File: config.mk
export PLATFORM = sky130hd
export DESIGN_NAME = clk_sched_ctrl_flat
export DESIGN_NICKNAME = d
export VERILOG_FILES = /design/src/rtl/clk_sched_ctrl_if.sv /design/src/rtl/clk_sched_ctrl.sv /design/src/flat_wrapper.sv
export SDC_FILE = /design/constraint.sdc
export NUM_CORES = 1
export LEC_CHECK = 0
export CORE_MARGIN = 4
export CORE_UTILIZATION = 34
export CTS_BUF_LIST = sky130_fd_sc_hd__clkbuf_8
export DETAILED_ROUTE_END_ITERATION = 10
export PLACE_DENSITY_LB_ADDON = 0.3
export SYNTH_ARGS = -nofsm -noshare
export SYNTH_HDL_FRONTEND = slang
export SYNTH_SLANG_ARGS = --single-unit
File: constraint.sdc
create_clock -name clk_in -period 4.1 [get_ports clk_in]
set_input_delay 0.615 -clock clk_in [delete_from_list [all_inputs] [get_ports clk_in]]
set_output_delay 0.615 -clock clk_in [all_outputs]
set_load 0.02 [all_outputs]
File: src/rtl/clk_sched_ctrl_if.sv
// Handshake and output bundle for clk_sched_ctrl: run request, ratio update channel, divided clock outputs.
interface clk_sched_ctrl_if #(
    parameter int DIV_W = 8
);
    logic             en;
    logic             cfg_valid;
    logic [DIV_W-1:0] cfg_div;
    logic             cfg_ready;
    logic             cfg_err;
    logic             clk_out;
    logic             tick;
    logic             busy;
    logic [7:0]       toggle_counter;

    modport master (
        output en, cfg_valid, cfg_div,
        input  cfg_ready, cfg_err, clk_out, tick, busy, toggle_counter
    );

    modport slave (
        input  en, cfg_valid, cfg_div,
        output cfg_ready, cfg_err, clk_out, tick, busy, toggle_counter
    );
endinterface

File: src/rtl/clk_sched_ctrl.sv
// Run/stop and divide-ratio controller producing a runt-free divided clock; ratio changes land on period ends.
// Optional clk_out transition counter is built when CLK_SCHED_TOGGLE_CNT_EN is defined.
module clk_sched_ctrl #(
    parameter int DIV_W       = 8,
    parameter int DEFAULT_DIV = 4
) (
    input logic             clk_in,
    input logic             rst_n,
    clk_sched_ctrl_if.slave bus
);
    typedef enum logic [1:0] {IDLE, RUN, STOPPING} state_t;

    state_t           r_state;
    state_t           w_nextState;
    logic [DIV_W-1:0] r_cnt;
    logic [DIV_W-1:0] r_divCur;
    logic [DIV_W-1:0] r_pendingDiv;
    logic             r_pending;
    logic             r_clkOut;
    logic             r_cfgErr;

    logic [DIV_W-1:0] w_cntNext;
    logic [DIV_W-1:0] w_divNext;
    logic             w_lastCnt;
    logic             w_accept;
    logic             w_cfgLegal;
    logic             w_pendingSet;
    logic             w_clkOutNext;
    logic             w_tick;
    logic             w_busy;
    logic             w_cfgReady;

    assign w_lastCnt  = (r_state != IDLE) && (r_cnt == r_divCur - DIV_W'(1));
    assign w_accept   = bus.cfg_valid && w_cfgReady;
    assign w_cfgLegal = (bus.cfg_div >= DIV_W'(2));

    always_ff @(posedge clk_in or negedge rst_n) begin
        if (!rst_n) begin
            r_state <= IDLE;
        end else begin
            r_state <= w_nextState;
        end
    end

    always_comb begin
        w_nextState = r_state;
        unique case (r_state)
            IDLE: begin
                if (bus.en) w_nextState = RUN;
            end
            RUN: begin
                if (!bus.en) w_nextState = w_lastCnt ? IDLE : STOPPING;
            end
            STOPPING: begin
                if (bus.en)         w_nextState = RUN;
                else if (w_lastCnt) w_nextState = IDLE;
            end
            default: w_nextState = IDLE;
        endcase
    end

    always_comb begin
        w_tick     = w_lastCnt;
        w_busy     = (r_state != IDLE);
        w_cfgReady = !r_pending;
    end

    // A legal ratio taken while running waits in pending, unless the block is idle or about to be.
    always_comb begin
        w_cntNext = '0;
        if ((r_state != IDLE) && (w_nextState != IDLE) && !w_lastCnt) begin
            w_cntNext = r_cnt + DIV_W'(1);
        end

        w_divNext    = r_divCur;
        w_pendingSet = 1'b0;
        if (w_lastCnt && r_pending) begin
            w_divNext = r_pendingDiv;
        end else if (w_accept && w_cfgLegal) begin
            if ((r_state == IDLE) || (w_nextState == IDLE)) begin
                w_divNext = bus.cfg_div;
            end else begin
                w_pendingSet = 1'b1;
            end
        end

        w_clkOutNext = (w_nextState != IDLE) && (w_cntNext < (w_divNext >> 1));
    end

    always_ff @(posedge clk_in or negedge rst_n) begin
        if (!rst_n) begin
            r_cnt        <= '0;
            r_divCur     <= DIV_W'(DEFAULT_DIV);
            r_pending    <= 1'b0;
            r_pendingDiv <= '0;
            r_clkOut     <= 1'b0;
            r_cfgErr     <= 1'b0;
        end else begin
            r_cnt    <= w_cntNext;
            r_divCur <= w_divNext;
            r_clkOut <= w_clkOutNext;
            r_cfgErr <= w_accept && !w_cfgLegal;
            if (w_pendingSet) begin
                r_pending    <= 1'b1;
                r_pendingDiv <= bus.cfg_div;
            end else if (w_lastCnt && r_pending) begin
                r_pending <= 1'b0;
            end
        end
    end

    assign bus.clk_out   = r_clkOut;
    assign bus.tick      = w_tick;
    assign bus.busy      = w_busy;
    assign bus.cfg_ready = w_cfgReady;
    assign bus.cfg_err   = r_cfgErr;

`ifdef CLK_SCHED_TOGGLE_CNT_EN
    logic [7:0] r_toggleCnt;

    always_ff @(posedge clk_in or negedge rst_n) begin
        if (!rst_n) begin
            r_toggleCnt <= 8'h00;
        end else if (w_clkOutNext != r_clkOut) begin
            r_toggleCnt <= r_toggleCnt + 8'h01;
        end
    end

    assign bus.toggle_counter = r_toggleCnt;
`else
    assign bus.toggle_counter = 8'h00;
`endif
endmodule

File: src/flat_wrapper.sv
// flat-port wrapper written by rule: the top's interface ports become plain ports
module clk_sched_ctrl_flat 
#(
    parameter int DIV_W       = 8,
    parameter int DEFAULT_DIV = 4
)
  (clk_in, rst_n, bus_en, bus_cfg_valid, bus_cfg_div, bus_cfg_ready, bus_cfg_err, bus_clk_out, bus_tick, bus_busy, bus_toggle_counter);
  clk_sched_ctrl_if #(.DIV_W(DIV_W)) bus_i ();
  input logic clk_in;
  input logic rst_n;
  input wire logic [$bits(bus_i.en)-1:0] bus_en;
  input wire logic [$bits(bus_i.cfg_valid)-1:0] bus_cfg_valid;
  input wire logic [$bits(bus_i.cfg_div)-1:0] bus_cfg_div;
  output wire logic [$bits(bus_i.cfg_ready)-1:0] bus_cfg_ready;
  output wire logic [$bits(bus_i.cfg_err)-1:0] bus_cfg_err;
  output wire logic [$bits(bus_i.clk_out)-1:0] bus_clk_out;
  output wire logic [$bits(bus_i.tick)-1:0] bus_tick;
  output wire logic [$bits(bus_i.busy)-1:0] bus_busy;
  output wire logic [$bits(bus_i.toggle_counter)-1:0] bus_toggle_counter;
  assign bus_i.en = bus_en;
  assign bus_i.cfg_valid = bus_cfg_valid;
  assign bus_i.cfg_div = bus_cfg_div;
  assign bus_cfg_ready = bus_i.cfg_ready;
  assign bus_cfg_err = bus_i.cfg_err;
  assign bus_clk_out = bus_i.clk_out;
  assign bus_tick = bus_i.tick;
  assign bus_busy = bus_i.busy;
  assign bus_toggle_counter = bus_i.toggle_counter;
  clk_sched_ctrl #(.DIV_W(DIV_W), .DEFAULT_DIV(DEFAULT_DIV)) u_core (.clk_in(clk_in), .rst_n(rst_n), .bus(bus_i));
endmodule
==> flow_summary.yaml <==
placement:
  globalplace.congestion: 0.807
  port_buffers: 16
  place_hpwl_um: 2810
  dpl_worst_slack_ns: 0.266
critical_path:
  crit_required_ns: 4.30
  ff2ff_path_depth: 16
  r2r-start: "u_core.r_divCur[1]$_DFF_PN0_"
  path_max_fanout: 18
  worstSetupPathType: "flop to flop"
  startpoint_type: "flop"
  r2r-end: "u_core.bus.clk_out$_DFF_PN0_"
  r2r_slack_ns: 0.43
  startpoint: "u_core.r_divCur[1]$_DFF_PN0_"
  arrival_ns: 3.87
  crit_path_end_kind: "flop"
logic_synthesis:
  seq_area_frac_synth: 0.407
  syn-cell-area_sq_um: 1790
  ys_async_sr_fraction: 1.00
  synth_ff_type: "dfrtp_1"
  avgSynthCellArea_sq_um: 9.98
  synth_cell_types: 47
  yosysTopAreaCell: "dfrtp_1"
  ys_ff_latch: 29
  yosysWarningCount: 0
  yosys.area.top_type_share: 0.392
  postSynthCellCount: 179
  synth_edf_count: 0
  synthTopCellsByArea: "dfrtp_1 (39%), xnor2_1 (5.9%), ha_1 (5.6%)"
power_and_ir_drop:
  powerDensity_nw_per_um2: 321
  switching_share: 0.261
  ir_drop_v: 0.000207
  leakage_uw: 0.00103
  pwr-share-seq: 0.475
  pwr-share-comb: 0.141
  internal_power_uw: 498
  power.total_uw: 674
  power_frac_clock: 0.384
  p_sw_uw: 176
clock_network:
  h-tree-depth: 2
  cts_setup_buffers: 0
  cts_tree: "done"
  insertion_delay_ns: 0.28
  numCtsBuffers: 5
  cts-root-buf: "clkbuf_8"
  cts_resized: 0
  cts_buffer_depth: 2
  path_clk_slew_ns: 0.06
  cts_sinks: 29
  cts_hold_buf: 0
floorplanning:
  fp-row-count: 26
  die_h_um: 80.5
  die-area_sq_um: 6480
  fp.coreArea_sq_um: 5110
  die_x_um: 80.5
  start_util: 0.350
  io_pins: 25
job:
  maxCapViolCount: 0
hold_path:
  holdPathEnd: "u_core.r_state[0]$_DFF_PN0_"
  hold_depth: 1
  min_from: "u_core.r_state[1]$_DFF_PN0_"
  hold_class: "flop to flop"
grt:
  grt_max_degree: 30
  grt_usage: 0.125
  antenna_found_initial: 0
  overflow: 0
  grt_pass1_vias: 1286
  grt_pass1_wl_um: 6020
timing:
  fmax_mhz: 273
  fin_crit_ns: 3.67
  layout_setup_ws_ns: 0.435
  post-route-period-util: 0.894
  setup_violations: 0
  tightest_slew_ns: 0.555
  hold_viol_final: 0
  slew_headroom: 0.629
  skew_ns: 0.00515
  slew_violations: 0
  tns_ns: 0
  holdWs_ns: 0.497
  rsz0062_at_grt: "no"
route:
  route.detailed.drc: 0
  routed_via_density: 4.76
  drtPass1Iterations: 4
  vias: 1290
  drt_iter0_markers: 34
  drt-total-wl_um: 3610
  ant_nets: 0
  avgRoutedWirePerCell_um: 13.3
status:
  status: "finished clean"
cells_and_area:
  finalNetCount: 220
  num_antenna_cells: 0
  utilization: 0.411
  drive_gt1_frac: 0.164
  syn2layout_area_growth_pct: 17.5
placed cells by master (no fill, tap or decap), drive strengths merged, types with 7 or more instances in the layout:
| master | n |
|---|---|
| ha | 8 |
| conb | 8 |
| a21o | 7 |
| mux2 | 8 |
| mux2i | 7 |
| nor2 | 21 |
| xnor2 | 12 |
| clkbuf | 7 |
| clkdlybuf4s50 | 16 |
| a21oi | 12 |
| dfrtp | 28 |
cell usage after synthesis, drive strengths merged, types with 2 or more instances:
cell     n
nor2b    2
o21ai    4
xor2     4
a21o     7
mux2     8
xnor2   12
nand2b   3
nor2    21
and3     6
a31oi    2
dfrtp   28
nand2    4
ha       8
buf     12
o211ai   2
nor4     2
nand3    4
a21oi   12
or3      2
inv      6
clkbuf   2
nor3     4
or2      2
mux2i    7
how the worst max path moves through the flow:
stage / end / slack (ns) / cells after the start
after floorplan: u_core.bus.clk_out$_DFF_PN0_ / 0.76 / 15
after global placement: u_core.bus.clk_out$_DFF_PN0_ / 0.34 / 12
after detailed placement: u_core.bus.clk_out$_DFF_PN0_ / 0.27 / 12
after CTS: u_core.bus.clk_out$_DFF_PN0_ / 0.45 / 16
after global routing: u_core.bus.clk_out$_DFF_PN0_ / 0.17 / 14
final: u_core.bus.clk_out$_DFF_PN0_ / 0.43 / 16
power by group through the flow:
stage / registers (uW) / logic [uW] / clock network (uW)
after floorplan: 321 / 76.5 / 0
after global placement: 325 / 96.1 / 0
after detailed placement: 325 / 97.2 / 0
after CTS: 320 / 97.1 / 269
after global routing: 322 / 108 / 281
final: 320 / 95.1 / 259
per-stage QoR:
step / instance area (sq um) / instances
CTS: 2100 / 271
finish: 2100 / 271
global route: 2100 / 271
detailed placement: 2000 / 263
floorplan: 1810 / 186
global placement: 2000 / 263
state kept, by name, indices dropped and copies added (netlist names):
signal	cells
u_core.r_divCur	8
u_core.r_state	2
u_core.bus.clk_out	1
u_core.r_cnt	8
u_core.r_pendingDiv	8
u_core.bus.cfg_err	1
u_core.r_pending	1
cells by family after synthesis:
family | synth area share
xor gates and xnor gates | 0.0784
muxes | 0.0896
other | 0.00210
buffers and inverters | 0.0686
and+or+nand+nor | 0.178
adders and majority gates | 0.0560
DFF | 0.407
AOI/OAI and AO/OA | 0.120
per-layer routing:
metal | wire, um | track usage | vias up | share of wire
met4 | 109 | 0.0760 | 0 | 0.030
met2 | 1630 | 0.185 | 22 | 0.45
met5 | 0 | 0 | - | 0
met1 | 1780 | 0.166 | 605 | 0.49
met3 | 95 | 0.0235 | 10 | 0.026
li1 | - | - | 653 | -
layout make-up:
type,count,area [sq um]
Clock buffer,7,96.3
Multi-Input combinational cell,137,963
Tap cell,70,87.6
Fill cell,521,3010
Inverter,6,22.5
Timing Repair Buffer,21,198
Clock inverter,1,5.00
Sequential cell,29,727
critical path: stages (launching register included):
cell	delay [ns]
dfrtp_1	0.44
inv_1	0.11
ha_1	0.22
buf_4	0.16
xnor2_1	0.11
and4b_1	0.17
a41oi_1	0.19
nand2_2	0.09
and3_2	0.22
nand2_1	0.43
nor2_1	0.13
a21o_1	0.19
ha_1	0.30
a21oi_1	0.20
o22ai_1	0.11
or3_1	0.32
a211oi_2	0.20
No activity file was read; power rests on OpenSTA's default activity.
